## src/rtl/alu_bist_pkg.sv

```systemverilog
// Shared ALU definitions for the BIST engine and its golden model: width,
// opcode encoding, FSM states and the arithmetic/logic classification rule.
package alu_bist_pkg;

    localparam int ALU_W = 4;

    typedef enum logic [2:0] {
        OP_ADD  = 3'b000,
        OP_INC  = 3'b001,
        OP_NEGA = 3'b010,
        OP_NEGB = 3'b011,
        OP_AND  = 3'b100,
        OP_OR   = 3'b101,
        OP_XOR  = 3'b110,
        OP_NOTA = 3'b111
    } alu_op_e;

    typedef enum logic [1:0] {
        S_IDLE,
        S_RUN,
        S_DONE
    } bist_state_e;

    // Carry and sign only carry meaning for the adder half of the opcode map.
    function automatic logic is_arith(input logic [2:0] op);
        return ~op[2];
    endfunction

endpackage

```

## src/rtl/alu_ref.sv

```systemverilog
// Combinational golden ALU: expected result and flags for one vector, plus
// the mask saying whether carry/sign are meaningful for this opcode.
module alu_ref
    import alu_bist_pkg::*;
#(
    parameter int W = ALU_W
) (
    input  logic [2:0]   op,
    input  logic         cin,
    input  logic [W-1:0] a,
    input  logic [W-1:0] b,
    output logic [W-1:0] r,
    output logic         z,
    output logic         c,
    output logic         s,
    output logic         cmp_sc
);

    logic [W:0] sum;
    logic [W:0] ax;
    logic [W:0] bx;
    logic [W:0] cx;
    logic [W:0] one;

    assign ax  = {1'b0, a};
    assign bx  = {1'b0, b};
    assign cx  = {{W{1'b0}}, cin};
    assign one = (W+1)'(1);

    // One extra bit of headroom so the carry-out falls out of the add.
    always_comb begin
        sum = '0;
        case (alu_op_e'(op))
            OP_ADD:  sum = ax + bx + cx;
            OP_INC:  sum = ax + one + cx;
            OP_NEGA: sum = {1'b0, ~a} + one + cx;
            OP_NEGB: sum = {1'b0, ~b} + one + cx;
            OP_AND:  sum = {1'b0, a & b};
            OP_OR:   sum = {1'b0, a | b};
            OP_XOR:  sum = {1'b0, a ^ b};
            OP_NOTA: sum = {1'b0, ~a};
            default: sum = '0;
        endcase
    end

    assign r      = sum[W-1:0];
    assign c      = sum[W];
    assign z      = (sum[W-1:0] == '0);
    assign s      = sum[W-1];
    assign cmp_sc = is_arith(op);

endmodule

```

## src/rtl/alu_bist.sv

```systemverilog
// Built-in self-test engine: sweeps every {op,cin,A,B} vector into the ALU,
// checks the response against alu_ref and reports count, first failure, verdict.
module alu_bist
    import alu_bist_pkg::*;
#(
    parameter int W      = ALU_W,
    parameter int SETTLE = 1
) (
    input  logic             clk,
    input  logic             nreset,
    input  logic             start,
    output logic [2:0]       alu_op,
    output logic [W-1:0]     alu_a,
    output logic [W-1:0]     alu_b,
    output logic             alu_cin,
    input  logic [W-1:0]     alu_r,
    input  logic             alu_z,
    input  logic             alu_c,
    input  logic             alu_s,
    output logic             busy,
    output logic             done,
    output logic             pass,
    output logic [2*W+4:0]   err_count,
    output logic             first_err_vld,
    output logic [2*W+3:0]   first_err_vec
);

    localparam int IW = 2*W + 4;
    localparam int EW = 2*W + 5;
    localparam int CW = $clog2(SETTLE + 1);

    bist_state_e   state;
    bist_state_e   state_nxt;
    logic [IW-1:0] idx;
    logic [CW-1:0] cnt;
    logic          sample;
    logic          last;
    logic          launch;
    logic          mism;

    logic [W-1:0]  ref_r;
    logic          ref_z;
    logic          ref_c;
    logic          ref_s;
    logic          ref_cmp;

    // The index register is the drive bus: B innermost, op outermost.
    assign {alu_op, alu_cin, alu_a, alu_b} = idx;

    assign sample = (state == S_RUN) && (cnt == CW'(SETTLE));
    assign last   = sample && (idx == '1);
    assign launch = (state != S_RUN) && start;
    assign busy   = (state == S_RUN);
    assign done   = (state == S_DONE);

    alu_ref #(.W(W)) u_ref (
        .op     (alu_op),
        .cin    (alu_cin),
        .a      (alu_a),
        .b      (alu_b),
        .r      (ref_r),
        .z      (ref_z),
        .c      (ref_c),
        .s      (ref_s),
        .cmp_sc (ref_cmp)
    );

    assign mism = (alu_r != ref_r) || (alu_z != ref_z) ||
                  (ref_cmp && ((alu_c != ref_c) || (alu_s != ref_s)));

    always_ff @(posedge clk or negedge nreset) begin
        if (!nreset) state <= S_IDLE;
        else         state <= state_nxt;
    end

    always_comb begin
        state_nxt = state;
        case (state)
            S_IDLE:  if (start) state_nxt = S_RUN;
            S_RUN:   if (last)  state_nxt = S_DONE;
            S_DONE:  state_nxt = start ? S_RUN : S_IDLE;
            default: state_nxt = S_IDLE;
        endcase
    end

    always_ff @(posedge clk or negedge nreset) begin
        if (!nreset) begin
            idx           <= '0;
            cnt           <= '0;
            err_count     <= '0;
            first_err_vld <= 1'b0;
            first_err_vec <= '0;
            pass          <= 1'b0;
        end else if (launch) begin
            idx           <= '0;
            cnt           <= '0;
            err_count     <= '0;
            first_err_vld <= 1'b0;
            first_err_vec <= '0;
            pass          <= 1'b0;
        end else if (state == S_RUN) begin
            if (sample) begin
                cnt <= '0;
                idx <= idx + IW'(1);
                if (mism) begin
                    err_count <= err_count + EW'(1);
                    if (!first_err_vld) begin
                        first_err_vec <= idx;
                        first_err_vld <= 1'b1;
                    end
                end
                // Verdict must include the last vector's own compare.
                if (last) pass <= (err_count == '0) && !mism;
            end else begin
                cnt <= cnt + CW'(1);
            end
        end
    end

endmodule

```

## config.mk

```make
export PLATFORM = sky130hd
export DESIGN_NAME = alu_bist
export DESIGN_NICKNAME = d
export VERILOG_FILES = /design/src/rtl/alu_bist_pkg.sv /design/src/rtl/alu_ref.sv /design/src/rtl/alu_bist.sv
export SDC_FILE = /design/constraint.sdc
export NUM_CORES = 1
export LEC_CHECK = 0
export BUFFER_PORTS_ARGS = -buffer_cell sky130_fd_sc_hd__clkbuf_2
export CORE_AREA = 2 2 75 77
export DETAILED_ROUTE_END_ITERATION = 8
export DIE_AREA = 0 0 77 79
export HOLD_SLACK_MARGIN = 0.05
export PLACE_DENSITY = 0.85
export SYNTH_ARGS = -nofsm -noshare
export SYNTH_HDL_FRONTEND = slang
export SYNTH_SLANG_ARGS = --single-unit
```

## constraint.sdc

```tcl
create_clock -name clk -period 4.1 [get_ports clk]
set_input_delay 0.41 -clock clk [delete_from_list [all_inputs] [get_ports clk]]
set_output_delay 0.41 -clock clk [all_outputs]
set_load 0.05 [all_outputs]
```

==> impl_results.md <==
* Post-Place Cells at 423
* Non-filler cells, final at 431
* Largest net degree at the start of global routing at 43
* Post-Synthesis Cell Area at 2930 um2
* Via count at 2626
* Worst setup SP type: flip-flop
* Ys Warns at 0
* Initial core utilization at 0.549
* Unrepaired setup endpoints after global routing: false
* Worst-path clk slew at 80 ps
* CP max-delay cell: or4_4
* Area contributors post-synth: dfrtp_1, ha_1, a22o_1
* Actual slew at the worst max-slew pin at 1020 ps
* I/O pin cnt at roughly 50
* Cell Pwr Density at 935 nW/um2
* CP top delay family: simple AND/OR/NAND/NOR gates
* Syn Area/Cell at 9.29 um2
* Max frequency at 0.271 GHz
* Post-synthesis instance total at 315
* Setup bufs post-CTS at 0
* Skew final at 4.37 ps
* Clock sink count at 42
* Relative slew slack at 0.318
* Drt wl/cell at 17.2 um
* Worst skew pair latency at 290 ps
* Final number of setup-violating endpoints at 0
* Final hold violations at 0
* Max Buffers Root-to-Sink at 2
* Worst-path fanout max at 20
* # diodes at 0
* Crit end category: flip-flop
* GRT Util Overall at 0.248
* GRT Residual Overflow at 0
* CP Buf/Inv Count at 0
* Die area at roughly 6100 um2
* Vias in the first global route at ~2400
* Crit path arrival time at 3870 ps
* Routability Congestion at 0.874
* Die span in x at between 70 and 80 um
* Initial antenna violation count at 0
* PortBufs at 50
* Root Driver: clkbuf_8
* Final TNS setup at 0 ps
* Cells along the critical path: fa_1 -> fa_1 -> a21o_1 -> a211oi_1 -> nor2_1 -> mux2i_1 -> a31oi_1 -> or4_4 -> and2_1 -> a22o_1
* Final slew viol count at 0
* Worst EP required at approximately 4300 ps
* Hpwl dp at 5.27 mm
* Post-route DRC at 0
* Post-CTS Hold Buffers at 0
* Worst Hold Class: input port to asynchronous set/reset pin
* PnR worst setup slack at 413 ps
* Tot Pwr at 0.00308 W
* Post-DP Area at about 3200 um2
* Largest stage delay, worst path at approximately 590 ps
* Layout Nets at 387
* Area growth, synth to finish at 12.5%
* Sequential share of the synthesized area at 0.359
* Vias/cell at 6.09
* Most used cell, CP: fa_1
* Drt pass-1 iters at 5
* Number of flops mapped to enable cells by yosys at 0
* Crit path kind: flip-flop to flip-flop
* Post-synth net total at 344
* CTS tree: built
* Main synth FF type: dfrtp_1
* Maximum capacitance violations at 0
* Design area at 3290 um2
* Yosys reg bits at 42
* DP Worst Slack at 461 ps
* Ys async rst share at 1.00
* Yosys top cell area share at 0.359
* Status: finished clean
* DR iter-0 viols at 392
* First-pass GRT wire length at 12.0 mm
* Period utilisation layout at 0.899
* Tmin final at between 3000 and 4000 ps
* Chip height at between 70 and 80 um
* Cts bufs inserted at 5
* Yosys cell types at 54
* Peak supply drop at 0.000515 V
* H-tree depth at 2
* CTS resizes at 0
* Cell taking the most area after synthesis: dfrtp_1
* Antenna Nets Post-Route at 0
* Cell Rows at 27
* Routed WL at between 7 and 8 mm
* Standby leakage power at around 1.6 nW
* Share of cells above drive strength 1 at 0.198
* Core area at 5340 um2
-- logic make-up (layout without fill, tap and decap cells) --
logic type / Yosys count / after routing / synth area share
simple gates: 122 / 122 / 0.223
compound gates: 66 / 66 / 0.179
flops: 42 / 42 / 0.359
buf+inv: 40 / 84 / 0.0658
fa+ha+maj: 19 / 19 / 0.0863
xor+xnor: 18 / 18 / 0.0538
mux: 8 / 8 / 0.0325
-- placed cells by master, fill, tap and decap left out, drive strengths merged, types with 6 or more instances in the layout --
master / netlist / routed
o21ai: 12 / 12
ha: 17 / 17
a22o: 16 / 16
nand2: 16 / 16
a21oi: 6 / 6
inv: 22 / 22
nand2b: 8 / 8
clkbuf: 7 / 57
dfrtp: 42 / 42
a221o: 7 / 7
nor2: 28 / 28
nor3: 11 / 11
xnor2: 15 / 15
and3: 11 / 11
nand3: 16 / 16
nor4: 6 / 6
-- where the power goes --
part	switching, W	internal, W	leakage (nW)
clock network	0.000136	0.000182	0.0524
registers	0.000283	0.000565	0.512
logic	0.00124	0.000671	0.995
total	0.00166	0.00142	1.56
-- area by class of cell --
| class | instances | area, um2 |
|---|---|---|
| clock buffers | 7 | 76.3 |
| well taps | 72 | 90.1 |
| clock inverters | 1 | 30.0 |
| repair buffers | 54 | 280 |
| multi-input cells | 233 | 1680 |
| fillers | 479 | 2040 |
| inverters | 22 | 82.6 |
| flip-flops and latches | 42 | 1050 |
-- metal layers --
layer / wire (um) / vias to the layer above / GRT usage
met5: 0 / - / 0
li1: - / 1225 / -
met1: 3340 / 1275 / 0.343
met4: 126 / 0 / 0.0875
met2: 3520 / 113 / 0.397
met3: 443 / 13 / 0.0398
-- final timing paths --
check | cells after the start | startpoint | to | slack [ps]
max reg2reg | 10 | idx[4] | first_err_vec[7] | 410
min | 1 | nreset | err_count[5] | 270
min in group clk | 3 | start | state[0] | 410
max | 10 | idx[4] | first_err_vec[7] | 410
min reg2reg | 1 | state[0] | state[0] | 500
max in group asynchronous | 1 | nreset | idx[4] | 3190
-- sequential cells by signal (all words and copies together) (netlist names) --
signal and cells:
err_count 13, first_err_vec 12, idx 12, state 2, cnt 1, first_err_vld 1
pass 1
-- Yosys cell counts, types with 2 or more instances --
cell       number
a211oi_1        4
a21o_1          3
a21oi_1         6
a221o_1         7
a22o_1         16
a31oi_1         2
a32o_1          2
and2_1          2
and3_1         11
buf_2           4
buf_4           2
buf_6           4
clkbuf_1        7
dfrtp_1        42
fa_1            2
ha_1           17
inv_1          22
mux2_2          2
mux2i_1         5
nand2_1        16
nand2b_1        8
nand3_1        16
nand3b_1        2
nand4_1         5
nor2_1         28
nor2b_1         2
nor3_1         11
nor3b_1         3
nor4_1          6
nor4b_1         2
o21ai_0        10
o21ai_2         2
o22ai_1         2
o2bb2ai_1       2
o31ai_1         3
or2_2           2
or2b_1          2
xnor2_1        15
xor2_1          3
-- through the flow --
step,hold slack (ps),util
6_report,271,0.617
5_1_grt,366,0.617
4_1_cts,313,0.617
3_5_place_dp,484,0.597
3_3_place_gp,479,0.597
2_1_floorplan,114,-
Power figures use the tool's default switching activity.
